--- src/rtl/vga_timing_monitor.sv ---
// vga_timing_monitor
// Receive-side checker for a VGA pixel stream. Recovers line/frame timing from
// the hsync/vsync pulses, measures line/frame totals and sync widths, declares
// lock once LOCK_FRAMES consecutive frames match the expected timing, recovers
// active-area x/y and counts non-black active pixels per frame.
//
// Ports:
//   i_clk, i_rst             clock, asynchronous active-high reset
//   i_pix_en                 one-clk pixel strobe; all sampling happens on it
//   i_hsync, i_vsync         active-high sync pulses
//   i_red/i_green/i_blue     4-bit pixel colour
//   o_h_total/o_h_sync_width last measured samples per line / hsync width
//   o_v_total/o_v_sync_width last measured lines per frame / vsync width
//   o_locked                 timing matches parameters
//   o_frame_done             one-clk pulse per measured frame end
//   o_pixel_valid, o_x, o_y  locked active-area sample and its coordinates
//   o_lit_count              non-black active pixels in last completed frame
module vga_timing_monitor #(
    parameter int H_TOTAL     = 800,
    parameter int H_SYNC      = 96,
    parameter int H_ACT_START = 144,
    parameter int H_ACT_END   = 783,
    parameter int V_TOTAL     = 525,
    parameter int V_SYNC      = 2,
    parameter int V_ACT_START = 35,
    parameter int V_ACT_END   = 514,
    parameter int LOCK_FRAMES = 2
) (
    input  logic        i_clk,
    input  logic        i_rst,
    input  logic        i_pix_en,
    input  logic        i_hsync,
    input  logic        i_vsync,
    input  logic [3:0]  i_red,
    input  logic [3:0]  i_green,
    input  logic [3:0]  i_blue,
    output logic [15:0] o_h_total,
    output logic [15:0] o_h_sync_width,
    output logic [15:0] o_v_total,
    output logic [15:0] o_v_sync_width,
    output logic        o_locked,
    output logic        o_frame_done,
    output logic        o_pixel_valid,
    output logic [15:0] o_x,
    output logic [15:0] o_y,
    output logic [18:0] o_lit_count
);

    localparam logic [15:0] LP_H_TOTAL     = 16'(H_TOTAL);
    localparam logic [15:0] LP_H_SYNC      = 16'(H_SYNC);
    localparam logic [15:0] LP_H_ACT_START = 16'(H_ACT_START);
    localparam logic [15:0] LP_H_ACT_END   = 16'(H_ACT_END);
    localparam logic [15:0] LP_V_TOTAL     = 16'(V_TOTAL);
    localparam logic [15:0] LP_V_SYNC      = 16'(V_SYNC);
    localparam logic [15:0] LP_V_ACT_START = 16'(V_ACT_START);
    localparam logic [15:0] LP_V_ACT_END   = 16'(V_ACT_END);
    localparam logic [15:0] LP_H_WDOG      = 16'(2 * H_TOTAL);
    localparam logic [7:0]  LP_LOCK_FRAMES = 8'(LOCK_FRAMES);

    typedef enum logic [1:0] {
        ST_SEARCH  = 2'd0,
        ST_MEASURE = 2'd1,
        ST_LOCKED  = 2'd2
    } state_t;

    state_t      r_state;
    state_t      w_state_next;
    logic [7:0]  r_good_cnt;
    logic [7:0]  w_good_cnt_next;

    logic        r_prev_hsync;
    logic        r_prev_vsync;
    logic [15:0] r_h_cnt;
    logic [15:0] r_v_cnt;
    logic        r_h_armed;
    logic        r_v_armed;
    logic        r_h_err;
    logic [18:0] r_lit_acc;
    logic [15:0] r_h_total;
    logic [15:0] r_h_sync_width;
    logic [15:0] r_v_total;
    logic [15:0] r_v_sync_width;
    logic        r_frame_done;
    logic        r_pixel_valid;
    logic [15:0] r_x;
    logic [15:0] r_y;
    logic [18:0] r_lit_count;

    logic        w_h_rise;
    logic        w_h_fall;
    logic        w_v_rise;
    logic        w_v_fall;
    logic [15:0] w_h_cnt_inc;
    logic [15:0] w_v_cnt_inc;
    logic [15:0] w_h_cnt_next;
    logic [15:0] w_v_cnt_next;
    logic        w_h_err_now;
    logic        w_frame_end;
    logic        w_frame_good;
    logic        w_wdog;
    logic        w_active;
    logic        w_lit;

    // Edges are only meaningful on pixel-strobe samples, so gate them here.
    assign w_h_rise = i_pix_en &  i_hsync & ~r_prev_hsync;
    assign w_h_fall = i_pix_en & ~i_hsync &  r_prev_hsync;
    assign w_v_rise = i_pix_en &  i_vsync & ~r_prev_vsync;
    assign w_v_fall = i_pix_en & ~i_vsync &  r_prev_vsync;

    assign w_h_cnt_inc  = (r_h_cnt == 16'hFFFF) ? r_h_cnt : r_h_cnt + 16'd1;
    assign w_v_cnt_inc  = (r_v_cnt == 16'hFFFF) ? r_v_cnt : r_v_cnt + 16'd1;
    assign w_h_cnt_next = w_h_rise ? 16'd0 : w_h_cnt_inc;
    // A vsync rise coinciding with an hsync rise restarts the frame at line 0.
    assign w_v_cnt_next = w_v_rise ? 16'd0 : (w_h_rise ? w_v_cnt_inc : r_v_cnt);

    // Include this sample's hsync error so a bad last line spoils its own frame.
    assign w_h_err_now  = r_h_err
                        | (w_h_rise & r_h_armed & (w_h_cnt_inc != LP_H_TOTAL))
                        | (w_h_fall & r_h_armed & (w_h_cnt_inc != LP_H_SYNC));
    assign w_frame_end  = w_v_rise & r_v_armed;
    assign w_frame_good = ~w_h_err_now & (w_v_cnt_inc == LP_V_TOTAL)
                        & (r_v_sync_width == LP_V_SYNC);
    // Missing hsync for two line periods means the stream is gone.
    assign w_wdog       = i_pix_en & (w_h_cnt_next >= LP_H_WDOG);

    assign w_active = (w_h_cnt_next >= LP_H_ACT_START) & (w_h_cnt_next <= LP_H_ACT_END)
                    & (w_v_cnt_next >= LP_V_ACT_START) & (w_v_cnt_next <= LP_V_ACT_END);
    assign w_lit    = |{i_red, i_green, i_blue};

    // Lock state register.
    always_ff @(posedge i_clk or posedge i_rst) begin
        if (i_rst) begin
            r_state    <= ST_SEARCH;
            r_good_cnt <= 8'd0;
        end else begin
            r_state    <= w_state_next;
            r_good_cnt <= w_good_cnt_next;
        end
    end

    // Lock next-state: qualify frames at each measured frame end.
    always_comb begin
        w_state_next    = r_state;
        w_good_cnt_next = r_good_cnt;
        if (w_wdog) begin
            w_state_next    = ST_SEARCH;
            w_good_cnt_next = 8'd0;
        end else if (w_v_rise) begin
            case (r_state)
                ST_SEARCH: begin
                    w_state_next    = ST_MEASURE;
                    w_good_cnt_next = 8'd0;
                end
                ST_MEASURE: begin
                    if (w_frame_end && w_frame_good) begin
                        w_good_cnt_next = r_good_cnt + 8'd1;
                        if ((r_good_cnt + 8'd1) >= LP_LOCK_FRAMES) begin
                            w_state_next = ST_LOCKED;
                        end else begin
                            w_state_next = ST_MEASURE;
                        end
                    end else if (w_frame_end) begin
                        w_good_cnt_next = 8'd0;
                    end else begin
                        w_good_cnt_next = r_good_cnt;
                    end
                end
                ST_LOCKED: begin
                    if (w_frame_end && !w_frame_good) begin
                        w_state_next    = ST_MEASURE;
                        w_good_cnt_next = 8'd0;
                    end else begin
                        w_state_next    = ST_LOCKED;
                    end
                end
                default: begin
                    w_state_next    = ST_SEARCH;
                    w_good_cnt_next = 8'd0;
                end
            endcase
        end else begin
            w_state_next    = r_state;
            w_good_cnt_next = r_good_cnt;
        end
    end

    // Timing counters, measurements, lit accumulator and pixel outputs.
    always_ff @(posedge i_clk or posedge i_rst) begin
        if (i_rst) begin
            r_prev_hsync   <= 1'b0;
            r_prev_vsync   <= 1'b0;
            r_h_cnt        <= 16'd0;
            r_v_cnt        <= 16'd0;
            r_h_armed      <= 1'b0;
            r_v_armed      <= 1'b0;
            r_h_err        <= 1'b0;
            r_lit_acc      <= 19'd0;
            r_h_total      <= 16'd0;
            r_h_sync_width <= 16'd0;
            r_v_total      <= 16'd0;
            r_v_sync_width <= 16'd0;
            r_frame_done   <= 1'b0;
            r_pixel_valid  <= 1'b0;
            r_x            <= 16'd0;
            r_y            <= 16'd0;
            r_lit_count    <= 19'd0;
        end else begin
            r_frame_done <= 1'b0;
            if (i_pix_en) begin
                r_prev_hsync <= i_hsync;
                r_prev_vsync <= i_vsync;
                r_h_cnt      <= w_h_cnt_next;
                r_v_cnt      <= w_v_cnt_next;

                if (w_h_rise) begin
                    if (r_h_armed) begin
                        r_h_total <= w_h_cnt_inc;
                    end
                    r_h_armed <= 1'b1;
                end
                if (w_h_fall && r_h_armed) begin
                    r_h_sync_width <= w_h_cnt_inc;
                end
                if (w_v_fall && r_v_armed) begin
                    r_v_sync_width <= w_v_cnt_next;
                end

                if (w_v_rise) begin
                    r_h_err   <= 1'b0;
                    r_lit_acc <= 19'd0;
                    r_v_armed <= 1'b1;
                    if (r_v_armed) begin
                        r_v_total    <= w_v_cnt_inc;
                        r_lit_count  <= r_lit_acc;
                        r_frame_done <= 1'b1;
                    end
                end else begin
                    r_h_err <= w_h_err_now;
                    if (w_active && w_lit && (r_lit_acc != 19'h7FFFF)) begin
                        r_lit_acc <= r_lit_acc + 19'd1;
                    end
                end

                // Losing the stream forces a fresh arm of both measurements.
                if (w_wdog) begin
                    r_h_armed <= 1'b0;
                    r_v_armed <= 1'b0;
                end

                r_pixel_valid <= (r_state == ST_LOCKED) & w_active;
                if ((r_state == ST_LOCKED) && w_active) begin
                    r_x <= w_h_cnt_next - LP_H_ACT_START;
                    r_y <= w_v_cnt_next - LP_V_ACT_START;
                end
            end
        end
    end

    assign o_h_total      = r_h_total;
    assign o_h_sync_width = r_h_sync_width;
    assign o_v_total      = r_v_total;
    assign o_v_sync_width = r_v_sync_width;
    assign o_locked       = (r_state == ST_LOCKED);
    assign o_frame_done   = r_frame_done;
    assign o_pixel_valid  = r_pixel_valid;
    assign o_x            = r_x;
    assign o_y            = r_y;
    assign o_lit_count    = r_lit_count;

endmodule

--- config.mk ---
export PLATFORM = sky130hd
export DESIGN_NAME = vga_timing_monitor
export DESIGN_NICKNAME = d
export VERILOG_FILES = /design/src/rtl/vga_timing_monitor.sv
export SDC_FILE = /design/constraint.sdc
export NUM_CORES = 1
export LEC_CHECK = 0
export CAP_MARGIN = 20
export CELL_PAD_IN_SITES_DETAIL_PLACEMENT = 0
export CELL_PAD_IN_SITES_GLOBAL_PLACEMENT = 1
export CORE_MARGIN = 1
export CORE_UTILIZATION = 46
export DETAILED_ROUTE_END_ITERATION = 7
export PLACE_DENSITY = 0.9
export SLEW_MARGIN = 30
export SYNTH_ARGS = -nofsm -noshare
export SYNTH_HDL_FRONTEND = slang
export SYNTH_SLANG_ARGS = --single-unit
--- constraint.sdc ---
create_clock -name i_clk -period 12.5 [get_ports i_clk]
set_clock_uncertainty 0.15 [all_clocks]
set_input_delay 2.5 -clock i_clk [delete_from_list [all_inputs] [get_ports i_clk]]
set_output_delay 2.5 -clock i_clk [all_outputs]
set_load 0.1 [all_outputs]
### Yosys cells after proc, flatten, opt, wreduce, memory -nomap -nowiden

Cells that the tools add are included.

* bits in registers: 183
* bits in latches: 0
* RAM bits: 0
* ROM bits: 0
* input port bits: 17
* output and inout port bits: 118
* logic and storage cells: 120
* memories kept: 0

* $add $sub $neg: 6
* multiply operators: 0
* divide/modulo/power cells: 0
* magnitude comparators: 6
* equal/unequal tests: 12
* shift-type cells: 0
* mux-type cells: 27
* bitwise operators: 27
* reductions and logical operators: 23

Operators by type and width (count)
* $mux W16: 5
* $mux W8: 5
* $mux W19: 2
* $add A16 B1 Y16 const B: 2
* $eq A16 B16 Y1 const B: 2
* $le A16 B10 Y1 const B: 2
* $and A1 B1 Y1: 20
* $add A19 B1 Y19 const B: 1
* $ne A19 B19 Y1 const B: 1
* $eq A16 B10 Y1 const B: 1
* $eq A16 B2 Y1 const B: 1
* $ge A16 B11 Y1 const B: 1
* $ge A16 B6 Y1 const B: 1
* $ge A16 B8 Y1 const B: 1
* $ne A16 B10 Y1 const B: 1
* $ne A16 B7 Y1 const B: 1
* $pmux W8 S2: 1
* $sub A16 B6 Y16 const B: 1
* $sub A16 B8 Y16 const B: 1
* $reduce_and A2 Y1: 7
* $reduce_or A12 Y1: 1
* $mux W2: 5
* $reduce_and A3 Y1: 3
* $add A8 B1 Y8 const B: 1
* other kinds (14): 34

### Logic depth before layout (Yosys ltp)

* word-level depth: 15
* depth in mapped cells: 17
* mapped depth without buffers: 14

### Worst setup path after synthesis

OpenSTA, ideal clock, no wires.

* path type: input to register
* from: input i_pix_en
* to: register r_x[10], in the netlist o_x[10]
* library setup time: 0.125 ns
* data arrival time: 5.897 ns
* data required time: 12.225 ns
* path slack: 6.328 ns
* stages: 15
* path buffers: 6
* cell sequence: buf_2 -> and3b_1 -> buf_2 -> clkbuf_1 -> clkbuf_1 -> clkbuf_1 -> or2_2 -> ha_1 -> a21boi_0 -> o2111a_1 -> a2111o_1 -> a21oi_1 -> nand4_4 -> buf_6 -> mux2_4

* longest elaborated chain between the ends: 9
* elaborated cells on any way between the ends: 17
* classes of those cells: add/sub (1); order compare (4); mux (3); bitwise (7); reduce/logical (2)

Ends and longest elaborated chain
* start: declaration: line 31 `input logic i_pix_en,`
* $and A1 B1 Y1 (2 in series): line 105 `assign w_h_rise = i_pix_en & i_hsync & ~r_prev_hsync;`
* $mux W16 (on tied branches): line 112, 114
* $ge A16 B8 Y1 (tied with other cells): line 126 `assign w_active = (w_h_cnt_next >= LP_H_ACT_START) & (w_h_cnt_next <= LP_H_ACT_END)`
* $and A1 B1 Y1 / $ge A16 B6 Y1 (equally long branches): line 126, 127
* $and A1 B1 Y1 (2 in series): line 127 `& (w_v_cnt_next >= LP_V_ACT_START) & (w_v_cnt_next <= LP_V_ACT_END);`
* $logic_and A1 B1 Y1: line 251 `if ((r_state == ST_LOCKED) && w_active) begin`
* $reduce_and A2 Y1 (no source line)
* end signal: assignment: line 252 `r_x <= w_h_cnt_next - LP_H_ACT_START;`
* end: declaration: line 85 `logic [15:0] r_x;`

Parallel ways exist; a longest one is shown, timed or not.
A chain may end at the register's enable or synchronous reset.

### Worst setup path after layout

* from: input i_pix_en
* to: register r_y[3], in the netlist o_y[3]

* longest elaborated chain between the ends: 9
* elaborated cells on any way between the ends: 17
* classes of those cells: add/sub (1); order compare (4); mux (3); bitwise (7); reduce/logical (2)

Ends and longest elaborated chain
* $and A1 B1 Y1 (2 in series): line 105
* $mux W16 (on tied branches): line 112, 114
* $ge A16 B8 Y1 (tied with other cells): line 126
* $and A1 B1 Y1 / $ge A16 B6 Y1 (equally long branches): line 126, 127
* $and A1 B1 Y1 (2 in series): line 127
* $logic_and A1 B1 Y1: line 251
* $reduce_and A2 Y1 (no source line)
* end signal: assignment: line 253 `r_y <= w_v_cnt_next - LP_V_ACT_START;`
* end: declaration: line 86 `logic [15:0] r_y;`

Parallel ways exist; a longest one is shown, timed or not.

==> impl_metrics.tcl <==
set metrics [dict create \
    drv_slew 0 \
    antenna_cells 0 \
    clkSinkCount 183 \
    grt_overflow_total 0 \
    dp_hpwl_um 18200 \
    clock.fmax_mhz 147 \
    reg2reg_from "r_h_cnt[0]" \
    cts-resized-gates 0 \
    finish.utilization_pct 56.7 \
    cp-end-kind "flip-flop" \
    die-area_sq_um 22200 \
    peakVddDrop_uv 178 \
    routed_wl_um 25900 \
    worstHoldPathType "reg -> reg" \
    final_nets 1166 \
    synth_nets 1069 \
    cts_tree "yes" \
    worstPathRequired_ns 12.68 \
    antenna_found_initial 0 \
    grt_max_degree 113 \
    pin_count 135 \
    min_from "o_h_total[0]" \
    yosys.cell_types.count 76 \
    grt_pass1_vias 7899 \
    synth_edf_count 0 \
    grtUsageMet3_pct 3.67 \
    drt_first_iter_violations 803 \
    core_area_sq_um 21100 \
    drv_cap 0 \
    cp-start-kind "input port" \
    initial_core_util_pct 47.0 \
    path_buf_inv 2 \
    powerDensity_nw_per_um2 171 \
    io_buffers 134 \
    crit_fanout 33 \
    syn_inst 1042 \
    use_met2_pct 38.0 \
    first_pass_iters 7 \
    cp_cell_sequence "clkdlybuf4s50_1 > buf_4 > and3b_1 > nand2_1 > o211a_1 > or3_1 > a2111o_1 > o2bb2ai_4 > nand4_4 > mux2_4" \
    drcViolationCount 0 \
    clk_latency_ns 0.45 \
    vias 8412 \
    stdcell_count 1427 \
    worst-r2r-setup-slack_ns 6.72 \
    clockBufferDepth 2 \
    path_delay_family "simple AND/OR/NAND/NOR gates" \
    cp.arrival_ns 6.99 \
    drive_gt1_share_pct 9.29 \
    fin_hold_ws_ns 0.328 \
    drtAntennaViolNets 0 \
    busiest_layer "met2" \
    grtUsageTotal_pct 24.4 \
    syn_to_final_growth_pct 20.5 \
    critPathSlowestCell "and3b_1" \
    synth-seq-cells 183 \
    ctsHoldBuffers 0 \
    ys_async_sr_fraction_pct 100 \
    status "finished, final reports clean" \
    synth_top_flop_cell "dfrtp_1" \
    multi_input_area_sq_um 4920 \
    postPlaceCellArea_sq_um 11400 \
    rsz0062_at_grt "no" \
    critPathMaxStageDelay_ns 0.74 \
    min_period_ns 6.82 \
    design_area_sq_um 12000 \
    h-tree-depth 4 \
    viasPerCell 5.89 \
    power_leakage_nw 5.54 \
    post_cts_buffers 0 \
    routabilityCongestion 0.893 \
    fill_cells 1847 \
    max_slew_margin_pct 32.9 \
    dpl.cell_count 1395 \
    synth_area_sq_um 9920 \
    die_w_um 149 \
    clkTransAtPathRegs_ns 0.07 \
    grt_pass1_wl_um 42400 \
    hold_viol_final 0 \
    die_y_um 149 \
    root_buffer "clkbuf_16" \
    setup_viol_count_final 0 \
    startpoint "i_pix_en" \
    seq_area_sq_um 4580 \
    synth.avg_cell_area_sq_um 9.52 \
    layout_common_cells "dfrtp_1 (183), nand2_1 (182), clkdlybuf4s50_1 (134)" \
    tns_ns 0 \
    final_common_cell "dfrtp_1" \
    worst_slew_pin_slew_ns 1.00 \
    seq_area_frac_synth_pct 46.2 \
    yosysWarnings 0 \
    grtUsageMet1_pct 34.4 \
    numCtsBuffers 17 \
    drt-wirelength-per-cell_um 18.2 \
    critical_path_class "in -> reg" \
    fp-row-count 53 \
    fin_crit_sh_pct 54.5 \
]
[kinds of logic after synthesis]
logic type / Yosys count / synth area share [%]
compound gates: 219 / 15.2
mux: 61 / 7.34
simple gates: 437 / 22.9
buf+inv: 99 / 4.29
flops: 183 / 46.2
xor+xnor: 33 / 2.91
fa+ha+maj: 10 / 1.26
[routing by layer]
metal  vias to the layer above  part of all wire [%]
met4                         0                   2.2
li1                       3941                     -
met5                         -                     0
met2                       332                    47
met1                      4096                    45
met3                        43                   6.1
[metrics by stage]
stage          power (mW)  worst slack (ns)
2_1_floorplan        1.33              4.88
3_3_place_gp         1.53              5.30
3_5_place_dp         1.53              5.22
4_1_cts              2.05              5.69
5_1_grt              2.13              5.41
6_report             2.04              5.68
[layout make-up]
| class | count | share of cell area, % |
|---|---|---|
| repair buffers | 143 | 11.9 |
| inverters | 34 | 1.13 |
| well taps | 275 | 2.88 |
| clock buffers | 17 | 3.56 |
| clock inverters | 15 | 1.09 |
| multi-input cells | 760 | 41.2 |
| flip-flops and latches | 183 | 38.3 |
[cell usage after synthesis (all sizes together) (11+ instances only)]
| library cell | count | share of area (%) |
|---|---|---|
| inv | 33 | 1.2 |
| nor2 | 46 | 1.7 |
| nand2 | 182 | 6.9 |
| a21o | 11 | 0.83 |
| and4 | 12 | 1.1 |
| dfrtp | 183 | 46 |
| and2 | 24 | 1.5 |
| buf | 32 | 1.7 |
| nor4 | 24 | 1.8 |
| nand4 | 26 | 2.3 |
| o21ai | 88 | 4.4 |
| mux2i | 24 | 2.4 |
| clkbuf | 33 | 1.3 |
| nor3 | 20 | 1.1 |
| nand3 | 40 | 2.0 |
| mux2 | 37 | 4.9 |
| xnor2 | 23 | 2.0 |
| a21oi | 15 | 0.76 |
| o211a | 12 | 1.2 |
| and3 | 13 | 0.82 |
[worst min-delay path, stage by stage, from the launching register on]
cell	delay (ns)
dfrtp_1	0.34
nand2_1	0.04
o21ai_0	0.06
[worst paths after layout]
kind,cells after the start,endpoint
min reg2reg,2,o_h_total[0]
min,2,o_h_total[0]
max,10,o_y[3]
max reg2reg,12,o_y[3]
max in group asynchronous,3,r_lit_acc[13]
min in group asynchronous,2,o_h_sync_width[15]
[power breakdown]
part | switching [mW] | internal [mW] | total [mW]
Clock | 0.256 | 0.262 | 0.518
Sequential | 0.0814 | 0.664 | 0.746
Combinational | 0.589 | 0.191 | 0.780
Power figures use the tool's default switching activity.
